==> config.mk <==
export PLATFORM = sky130hd
export DESIGN_NAME = dmem_sram_bridge
export DESIGN_NICKNAME = d
export VERILOG_FILES = /design/src/rtl/dmem_sram_bridge.sv
export SDC_FILE = /design/constraint.sdc
export NUM_CORES = 1
export LEC_CHECK = 0
export ABC_AREA = 1
export BUFFER_PORTS_ARGS = -buffer_cell sky130_fd_sc_hd__buf_4
export CAP_MARGIN = 20
export CORE_UTILIZATION = 48
export DETAILED_ROUTE_END_ITERATION = 12
export GPL_ROUTABILITY_DRIVEN = 0
export GPL_TIMING_DRIVEN = 0
export PLACE_DENSITY = 0.86
export SETUP_SLACK_MARGIN = 0.2
export SYNTH_ARGS = -nofsm -noshare
export SYNTH_HDL_FRONTEND = slang
export SYNTH_SLANG_ARGS = --single-unit
export TNS_END_PERCENT = 10
==> constraint.sdc <==
create_clock -name clk -period 2.9 [get_ports clk]
set_input_delay 0.435 -clock clk [delete_from_list [all_inputs] [get_ports clk]]
set_output_delay 0.435 -clock clk [all_outputs]
set_load 0.03 [all_outputs]
==> src/rtl/dmem_sram_bridge.sv <==
// Memory-stage data port bridge: one split address/data SRAM-bus transaction per request,
// stalling the pipeline until the access completes and holding load data afterwards.
module dmem_sram_bridge (
    input  logic        clk,
    input  logic        rst,
    input  logic        mem_en,
    input  logic        mem_we,
    input  logic [3:0]  sel,
    input  logic [1:0]  mem_size,
    input  logic [31:0] mem_addr,
    input  logic [31:0] mem_wdata_last,
    input  logic        mem_stall,
    output logic [31:0] mem_rdata,
    output logic        stallreq_from_mem,
    output logic        data_req,
    output logic        data_wr,
    output logic [1:0]  data_size,
    output logic [3:0]  data_wstrb,
    output logic [31:0] data_addr,
    output logic [31:0] data_wdata,
    input  logic        data_addr_ok,
    input  logic        data_data_ok,
    input  logic [31:0] data_rdata
);

    typedef enum logic [1:0] {StIdle, StAddr, StData, StDone} state_e;

    state_e      state_q, state_d;
    logic        req_we_q;
    logic [3:0]  req_sel_q;
    logic [1:0]  req_size_q;
    logic [31:0] req_addr_q;
    logic [31:0] req_wdata_q;
    logic [31:0] rdata_q;
    logic [31:0] phys_addr;

    // kseg0/kseg1 are unmapped windows onto the low 512 MB.
    always_comb begin
        phys_addr = mem_addr;
        if (mem_addr[31:30] == 2'b10) begin
            phys_addr = {3'b000, mem_addr[28:0]};
        end
    end

    always_ff @(posedge clk) begin
        if (rst) begin
            state_q     <= StIdle;
            req_we_q    <= 1'b0;
            req_sel_q   <= 4'b0000;
            req_size_q  <= 2'b00;
            req_addr_q  <= 32'h0;
            req_wdata_q <= 32'h0;
            rdata_q     <= 32'h0;
        end else begin
            state_q <= state_d;
            if (state_q == StIdle && mem_en) begin
                req_we_q    <= mem_we;
                req_sel_q   <= sel;
                req_size_q  <= mem_size;
                req_addr_q  <= phys_addr;
                req_wdata_q <= mem_wdata_last;
            end
            if (state_q == StData && data_data_ok && !req_we_q) begin
                rdata_q <= data_rdata;
            end
        end
    end

    always_comb begin
        state_d           = state_q;
        stallreq_from_mem = 1'b0;
        data_req          = 1'b0;
        unique case (state_q)
            StIdle: begin
                stallreq_from_mem = mem_en;
                if (mem_en) begin
                    state_d = StAddr;
                end
            end
            StAddr: begin
                stallreq_from_mem = 1'b1;
                data_req          = 1'b1;
                if (data_addr_ok) begin
                    state_d = StData;
                end
            end
            StData: begin
                stallreq_from_mem = 1'b1;
                if (data_data_ok) begin
                    state_d = StDone;
                end
            end
            StDone: begin
                // Wait out foreign stalls here so the access is never replayed.
                if (!mem_stall) begin
                    state_d = StIdle;
                end
            end
            default: state_d = StIdle;
        endcase
    end

    assign data_wr    = req_we_q;
    assign data_size  = req_size_q;
    assign data_addr  = req_addr_q;
    assign data_wdata = req_wdata_q;
    assign data_wstrb = req_we_q ? req_sel_q : 4'b0000;
    assign mem_rdata  = rdata_q;

endmodule

=== Word-level counts from Yosys, hierarchy flattened ===
Index checks and enable logic that the tools add are counted.

* Eq/ne operators: 8
* Mux-type cells: 9
* Reductions and logical operators: 7

{| class="wikitable"
|+ Operator list
! cell !! number
|-
| two-way mux 32 bit || 1
|-
| two-way mux 2 bit || 4
|-
| != test 2 bit, second input constant || 4
|-
| case mux 2 bit (4 select lines) || 1
|-
| == test 2 bit, second input constant || 3
|-
| two-way mux 4 bit || 1
|-
| AND reduction 4 bit || 1
|-
| logical AND 1 bit || 3
|-
| == test 2 x 1 -> 1 bit, second input constant || 1
|-
| logical NOT 2 bit || 1
|-
| case mux 1 bit (2 select lines) || 1
|-
| OR reduction 2 bit || 1
|-
| logical NOT 1 bit || 1
|-
| two-way mux 1 bit || 1
|}

* Register bits after elaboration: 105
* Input bits: 109
* Output and inout bits: 105

=== Depth between registers and ports, before layout ===
Gate-level depths: netlist (run 1).

* Depth after elaboration: 3
* Depth in mapped cells: 8

=== Least setup slack after synthesis (run 1) ===
No wires, ideal clock.

* Path kind: reg2out
* Start point: reg state_q[0]
* End point: out stallreq_from_mem
* Arrival: 1.409 ns
* Slack: 1.056 ns
* Stages on the path, launching flop included: 6
* Path buffers: 1
* Cell sequence: dfxtp_1 -> inv_1 -> ha_1 -> nand2_2 -> buf_2 -> a21oi_1

* Longest elaborated chain between the ends: 3

{| class="wikitable"
|+ Ends and longest elaborated chain
! what !! line !! source
|-
| start, declared || 28 || <nowiki>state_e state_q, state_d;</nowiki>
|-
| start signal, assigned || 47 || <nowiki>state_q <= StIdle;</nowiki>
|-
| start signal, assigned || 55 || <nowiki>state_q <= state_d;</nowiki>
|-
| == test 2 bit or == test 2 x 1 -> 1 bit (tied branches) || 73 || <nowiki>unique case (state_q)</nowiki>
|-
| OR reduction 2 bit (no source line) || -- ||
|-
| case mux 1 bit (2 select lines) * || 73 ||
|-
| end, declared || 14 || <nowiki>output logic stallreq_from_mem,</nowiki>
|}

Every way passes the cells marked *; elsewhere a longest branch is shown, timed or not.

=== Final worst setup path (run 1) ===
Ends and elaborated chain as after synthesis.

==> metrics.txt, run 1 <==
drt wl/cell=13.83 um; share of layout cells above drive strength 1=0.3755; Leakage=2.898 nW; Root Driver=clkbuf_8; Syn. warnings=0; gr ovfl total=0; clock network power share=0.174; Synth Net Count=606; RSZ-0062 raised after global routing=no; Worst-Skew Late Latency=370 ps; crit path capture type=output pin; fmax=440.6 MHz; die width=91.98 um; skew final=15.66 ps; Final Setup Violations=0; Critical Path Start Type=flop; sequential fraction of the synthesis area=0.5409; drt initial violations=163; Clock transition at path regs=100 ps; Hold Slack=238.1 ps; Synth Register Bits=105; cts repair resizes=0; port bufs=213; Final Hold Vio Count=0; area grow syn2layout=49.68%; power per standard cell area=912.1 nW/um2; mapped cell area=3886 um2; top-area cell type share of the netlist area=0.5409; Row Count=32; Initial Util=0.5003; Sink Count=105; worst-margin pin slew=363.1 ps; GRT Util Overall=0.2784; Synth area leaders=dfxtp_1 (54%), nor2_1 (19%), o21ai_0 (12%); Core ar.=7767 um2; H-tree depth=3; Worst Path Required=2470 ps; Detailed Route WL=11350 um; Post-synth top flop=dfxtp_1; first-pass GRT wire length=18650 um; Die Span Y=91.98 um; via count=4015; kind of critical path=flop to output pin; sw frac=0.4126; Synth top cells by count=nor2_1 (196), dfxtp_1 (105), o21ai_0 (91); hold buffer count at CTS=0; largest net degree at the start of global routing=18; Final nets=830; syn avg cell area=7.931 um2; Crit Path Max Fanout=10; # diodes=0; IO Pins=214; share of power burned in registers=0.381; TritonCTS clock tree=done; Setup TNS=0 ps; top-count cell post-synth=nor2_1; max-cap violations=0; die area=8460 um2; Slew HR=0.7579; post-DP HPWL=8697 um; DRT antenna net count=0; Sw Pwr=2.189 mW; Slew Viols, Final=0; Final Cycle Share=0.7826; status=finished clean; count of cell types in the netlist=20; setup bufs post-CTS=0; TritonCTS buffer count=9; DRC Markers=0; crit path DAT=1830 ps; number of global-route vias before repair=4082; Post-synth EDFFs=0; Internal Power=3.116 mW; drt first pass iters=4; Cells after Synth=490; antenna violations before repair=0; ys async rst share=0; worst min path class=input pin to flop; area leader, netlist=dfxtp_1; Peak VDD IR=425.7 uV; Comb power frac=0.444; Vias/cell=4.890; Max Root-Sink Buffers=2; Final min period=2270 ps
==> cells in the final DEF, fill, tap and decap left out, drive strengths merged <==
cell type / Yosys / layout
bufinv: 0 / 1
nand2: 19 / 19
nand3: 1 / 1
a21oi: 4 / 4
nor2: 207 / 207
dfxtp: 105 / 105
clkbuf: 14 / 25
buf: 17 / 230
ha: 7 / 7
inv: 14 / 15
clkinv: 0 / 1
clkinvlp: 0 / 2
o21ai: 102 / 102
==> critical path: stages (launching register included) <==
cell     delay, ps
dfxtp_1        410
inv_1          120
ha_1           230
nand2_2        200
buf_2          250
a21oi_1         90
buf_4          170
==> worst paths after layout <==
path / startpoint / to / slack, ps / cells past startpoint
hold / removal: rst / data_addr[31]$_SDFFE_PP0P_ / 240 / 2
setup / recovery: state_q[0]$_SDFFE_PP0P_ / stallreq_from_mem / 630 / 6
setup reg to reg: state_q[0]$_SDFFE_PP0P_ / data_wdata[22]$_SDFFE_PP0P_ / 1290 / 6
hold reg to reg: data_addr[30]$_SDFFE_PP0P_ / data_addr[30]$_SDFFE_PP0P_ / 470 / 2
==> kinds of logic (layout without fill, tap and decap cells) <==
group | after synthesis | in the layout | share of synthesized area
simple gates | 227 | 227 | 0.2286
buf+inv | 45 | 274 | 0.07147
fa+ha+maj | 7 | 7 | 0.02254
compound gates | 106 | 106 | 0.1365
flops | 105 | 105 | 0.5409
==> registers in the layout, indices dropped and copies added (netlist names) <==
| name | count |
|---|---|
| mem_rdata | 32 |
| req_sel_q | 4 |
| data_size | 2 |
| data_wdata | 32 |
| state_q | 2 |
| data_addr | 32 |
| data_wr | 1 |
==> per-stage QoR <==
stage	std cells	cell area, um2	setup slack [ps]	total power, mW	util
3_3_place_gp	805	5613	1028	4.333	0.7226
4_1_cts	821	5817	616.4	5.324	0.7489
5_1_grt	821	5817	507.7	5.628	0.7489
6_report	821	5817	630.4	5.305	0.7489
3_5_place_dp	805	5613	1010	4.410	0.7226
2_1_floorplan	490	3886	1056	3.497	-
==> power by group through the flow <==
stage	Combinational (mW)	Clock, mW	Sequential (mW)
3_3_place_gp	2.30	0	2.03
5_1_grt	2.55	1.01	2.07
2_1_floorplan	0.798	0	2.70
3_5_place_dp	2.36	0	2.05
4_1_cts	2.37	0.938	2.02
6_report	2.36	0.925	2.02
==> final cells by class <==
class | instances | area [um2]
flip-flops and latches | 105 | 2102
fillers | 591 | 1951
repair buffers | 213 | 1599
multi-input cells | 340 | 1506
plain buffers | 31 | 220.2
clock buffers | 11 | 141.4
well taps | 102 | 127.6
clock inverters | 5 | 62.56
inverters | 14 | 57.56
==> routing by layer <==
layer,track usage,vias to the layer above,share of wire
met5,0,-,0
met4,0.09505,0,0.017
met3,0.06136,17,0.078
met2,0.5149,181,0.51
met1,0.3127,1823,0.40
li1,-,1994,-
(Power assumes the default switching activity.)
==> run 2, diff against run 1 <==
- ABC_AREA: 1 -> 0
- CORE_UTILIZATION: 48 -> 44
- PLACE_DENSITY: 0.86 -> 0.81
- clock period: 2.9 -> 2.2 ns (I/O delays scaled with it)
==> run 2 against run 1 <==
Compared with the run above:
- flip-flop and latch count unchanged
- non-clock buffer count increased by 6
- synthesized area decreased by 1.2%
- via count decreased by 2.4%
- utilization decreased by 4.6 points
- global-route usage decreased by 3.9 points
- first-iteration DRC count decreased by 42%
- critical path depth increased by 2
- total power increased by 18%
- cell count decreased by 0.73%
==> metrics.txt, run 2 <==
status=finished clean; hold buffer count at CTS=0; Place WS=307.5 ps; Final Hold Vio Count=0; Synth Register Bits=105; RSZ-0062 raised after global routing=no; Critical path buffers and inverters=4; Detailed Route WL=11010 um; Synth Net Count=594; Hold Slack=206.1 ps; Cells after Synth=478; Leakage=2.636 nW; Row Count=33; first-pass GRT wire length=16770 um; mux cell area share after synthesis=0.005215; Final Cycle Share=0.8626; worst-margin pin slew=459.0 ps; H-tree depth=3; mapped cell area=3839 um2; Sink Count=105; antenna violations before repair=0; largest family of logic cells by synthesized area=simple AND/OR/NAND/NOR gates; Post-synth top flop=dfxtp_1; crit-path cells=inv_4 > ha_4 > and2_1 > buf_6 > buf_8 > nor2_4 > nor2_1 > buf_4; design area=5863 um2; ys async rst share=0; kind of critical path=flop to output pin; Util after Layout=0.7030; die area=9102 um2; Slew Viols, Final=0; skew final=11.13 ps; Setup TNS=0 ps; Peak VDD IR=700.0 uV; Crit-path slowest cell=dfxtp_4; Synth Area in Compound Gates=0.1434; max-cap violations=0; top-area cell type share of the netlist area=0.5476; sw frac=0.3768; Final Setup Violations=0; share of layout cells above drive strength 1=0.3620; Comb power frac=0.404; Tot Pwr=6.247 mW; count of cell types in the netlist=20; Crit path largest cell delay=370 ps; Post-synth EDFFs=0; most frequent cells in the layout=buf_4 (223), nand2_1 (204), a21oi_1 (103), dfxtp_1 (103), clkbuf_1 (17); area grow syn2layout=52.74%; number of global-route vias before repair=3691; Root Driver=clkbuf_8; setup slack after layout=302.3 ps; Final min period=1898 ps; placed instance area=5562 um2; Critical Path Start Type=flop; drt initial violations=95; sequential fraction of the synthesis area=0.5476; via count=3920; DRT antenna net count=0; Synth area leaders=dfxtp_1 (55%), nand2_1 (20%), a21oi_1 (13%); worst min path class=input pin to flop; post-DP HPWL=8487 um; crit path capture type=output pin; IO Pins=214; drt wl/cell=13.51 um; Worst-Skew Late Latency=360 ps; most common cell after layout, fill and taps aside=buf_4; xor/xnor cell area share of the yosys netlist=0; Synth top cells by count=nand2_1 (204), dfxtp_1 (105), a21oi_1 (103); GRT Util Overall=0.2389; power per standard cell area=1065 nW/um2; Slew HR=0.6940; Worst Path Required=1870 ps; Sw Pwr=2.354 mW; share of power burned in registers=0.384; Initial Util=0.4602; port bufs=212; Max Root-Sink Buffers=2; Crit Path Max Fanout=4; clock network power share=0.212; fmax=526.9 MHz; area leader, netlist=dfxtp_1; crit path DAT=1570 ps; # diodes=0; gr ovfl total=0; Syn. warnings=0; Post-Synth Simple-Gate Area=0.2295; Internal Power=3.893 mW; fin cells=815; Die Span Y=95.41 um; largest net degree at the start of global routing=18; Synth Area in Adders=0.02282; Clock transition at path regs=100 ps; drt first pass iters=4; Final nets=821; TritonCTS clock tree=done; Core ar.=8341 um2; DRC Markers=0; syn avg cell area=8.031 um2; Vias/cell=4.810; placed cells=795; top-count cell post-synth=nand2_1; TritonCTS buffer count=9; die width=95.41 um; CP top delay family=buffers and inverters
run 2: final cells by class:
class | count | area (um2)
flip-flops and latches | 105 | 2110
inverters | 2 | 12.51
multi-input cells | 337 | 1559
clock buffers | 10 | 137.6
fillers | 677 | 2477
well taps | 105 | 131.4
clock inverters | 6 | 90.09
plain buffers | 34 | 201.4
repair buffers | 216 | 1622
run 2: power groups by stage:
stage	Sequential [mW]	Combinational, mW	Clock [mW]
6_report	2.40	2.52	1.32
5_1_grt	2.43	2.74	1.42
4_1_cts	2.39	2.47	1.35
3_5_place_dp	2.44	2.39	0
3_3_place_gp	2.42	2.35	0
2_1_floorplan	2.95	0.980	0
run 2: repair_timing:
| action | CTS | global route |
|---|---|---|
| buffers inserted | 3 | 1 |
| setup endpoints to repair | 1 | 1 |
| resized for setup | 8 | 7 |
run 2: worst paths after layout:
kind                                   start                    endpoint  slack [ps]  cells past startpoint
setup reg to reg     state_q[0]$_SDFFE_PP0P_     state_q[1]$_SDFFE_PP0P_         640                      5
hold / removal                  mem_addr[23]  data_addr[23]$_SDFFE_PP0P_         210                      3
setup / recovery     state_q[0]$_SDFFE_PP0P_           stallreq_from_mem         300                      8
hold reg to reg   data_addr[16]$_SDFFE_PP0P_  data_addr[16]$_SDFFE_PP0P_         460                      2
run 2: routing by layer:
| layer | vias up | track usage | share of wire |
|---|---|---|---|
| met5 | - | 0 | 0 |
| met4 | 0 | 0.08209 | 0.011 |
| met3 | 12 | 0.07735 | 0.091 |
| met2 | 157 | 0.4268 | 0.51 |
| met1 | 1773 | 0.2653 | 0.39 |
| li1 | 1978 | - | - |
run 2: worst min-delay path: stages:
cell     delay, ps
buf_4          110
nand2_1         40
a21oi_1         50
run 2: kinds of logic (layout without fill, tap and decap cells):
logic type,after synthesis,in the layout
AO/OA/AOI/OAI,105,105
buffers and inverters,36,268
flip-flops,105,105
AND/OR/NAND/NOR,223,223
adder cells (fa/ha/maj),7,7
multiplexers,2,2
==> run 3, diff against run 2 <==
- RECOVER_POWER: unset -> 25
==> run 3 against run 2 <==
Compared with the run above:
- register-to-register slack about the same
- total power is 1.9% lower
- largest cell class unchanged
- count of clock-buffer cells in the layout did not move
- die area stayed put
- critical path depth unchanged
- combinational power fell by 4%
- clock skew hardly changed
- flip-flop and latch count unchanged
- hold slack got worse by 1.1 ps
- global-route usage stayed put
==> metrics.txt, run 3 (same netlist as run 2, synthesis figures left out) <==
Final Hold Vio Count=0; gr ovfl total=0; Final Cycle Share=0.8632; drt initial violations=90; Final nets=821; drt first pass iters=4; first-pass GRT wire length=16770 um; area grow syn2layout=47.65%; fin cells=815; via count=3932; most common cell after layout, fill and taps aside=nand2_1; IO Pins=214; Worst-Skew Late Latency=360 ps; post-DP HPWL=8487 um; power per standard cell area=1081 nW/um2; Vias/cell=4.825; Clock transition at path regs=100 ps; Hold Slack=205.0 ps; drt wl/cell=13.52 um; GRT Util Overall=0.2389; # diodes=0; worst-margin pin slew=468.4 ps; Final min period=1899 ps; Worst Path Required=1870 ps; Core ar.=8341 um2; TritonCTS clock tree=done; Setup TNS=0 ps; Slew HR=0.6877; largest net degree at the start of global routing=18; crit path DAT=1570 ps; Place WS=307.5 ps; setup slack after layout=301.0 ps; DRC Markers=0; Sink Count=105; max-cap violations=0; H-tree depth=3; most frequent cells in the layout=nand2_1 (204), buf_4 (171), a21oi_1 (103), dfxtp_1 (103), clkbuf_1 (69); die area=9102 um2; Tot Pwr=6.128 mW; antenna violations before repair=0; Die Span Y=95.41 um; Crit Path Max Fanout=4; Max Root-Sink Buffers=2; TritonCTS buffer count=9; fmax=526.6 MHz; crit path capture type=output pin; Root Driver=clkbuf_8; placed cells=795; DRT antenna net count=0; RSZ-0062 raised after global routing=no; skew final=11.12 ps; Final Setup Violations=0; port bufs=212; design area=5668 um2; Peak VDD IR=698.3 uV; Row Count=33; die width=95.41 um; hold buffer count at CTS=0; Detailed Route WL=11020 um; Slew Viols, Final=0; worst min path class=input pin to flop; share of layout cells above drive strength 1=0.2887; Initial Util=0.4602; Critical Path Start Type=flop; number of global-route vias before repair=3691; kind of critical path=flop to output pin; status=finished clean; Util after Layout=0.6796; placed instance area=5562 um2; Leakage=2.418 nW
-- run 3: changes by cell type in the layout (fill, tap and decap cells not counted) --
cell      previous run  this run
clkbuf_1            17        69
buf_4              223       171
-- run 3: timing repair --
action,CTS,global route
pin swaps,0,0
resized for setup,8,7
buffers inserted,3,1
endpoints found under the setup margin,1,1
-- run 3: cell type report --
cell class / count / area, um2
Inverter: 2 / 12.51
Clock inverter: 6 / 90.09
Fill cell: 741 / 2673
Timing Repair Buffer: 216 / 1426
Clock buffer: 10 / 137.6
Tap cell: 105 / 131.4
Buffer: 34 / 201.4
Multi-Input combinational cell: 337 / 1559
Sequential cell: 105 / 2110
-- run 3: path summary, 6_finish.rpt --
check,start,endpoint,slack [ps],depth (start not counted)
min reg2reg,data_addr[16]$_SDFFE_PP0P_,data_addr[16]$_SDFFE_PP0P_,460,2
max,state_q[0]$_SDFFE_PP0P_,stallreq_from_mem,300,8
min,mem_addr[23],data_addr[23]$_SDFFE_PP0P_,200,3
max reg2reg,state_q[0]$_SDFFE_PP0P_,state_q[1]$_SDFFE_PP0P_,640,5
-- run 3: critical path: stages (launching register included) --
cell and delay [ps]:
dfxtp_4 370, inv_4 50, ha_4 160, and2_1 150
buf_6 120, buf_8 110, nor2_4 60, nor2_1 40
buf_4 160
-- run 3: metal layers --
metal	up-vias	part of all wire	track usage
met4	0	0.011	0.08209
li1	1977	-	-
met1	1780	0.39	0.2653
met2	163	0.50	0.4268
met3	12	0.094	0.07735
met5	-	0	0
-- run 3: where the power goes --
| group | switching, mW | internal (mW) |
|---|---|---|
| Clock | 0.649 | 0.676 |
| Sequential | 0.177 | 2.22 |
| Combinational | 1.52 | 0.883 |
| Total | 2.35 | 3.78 |
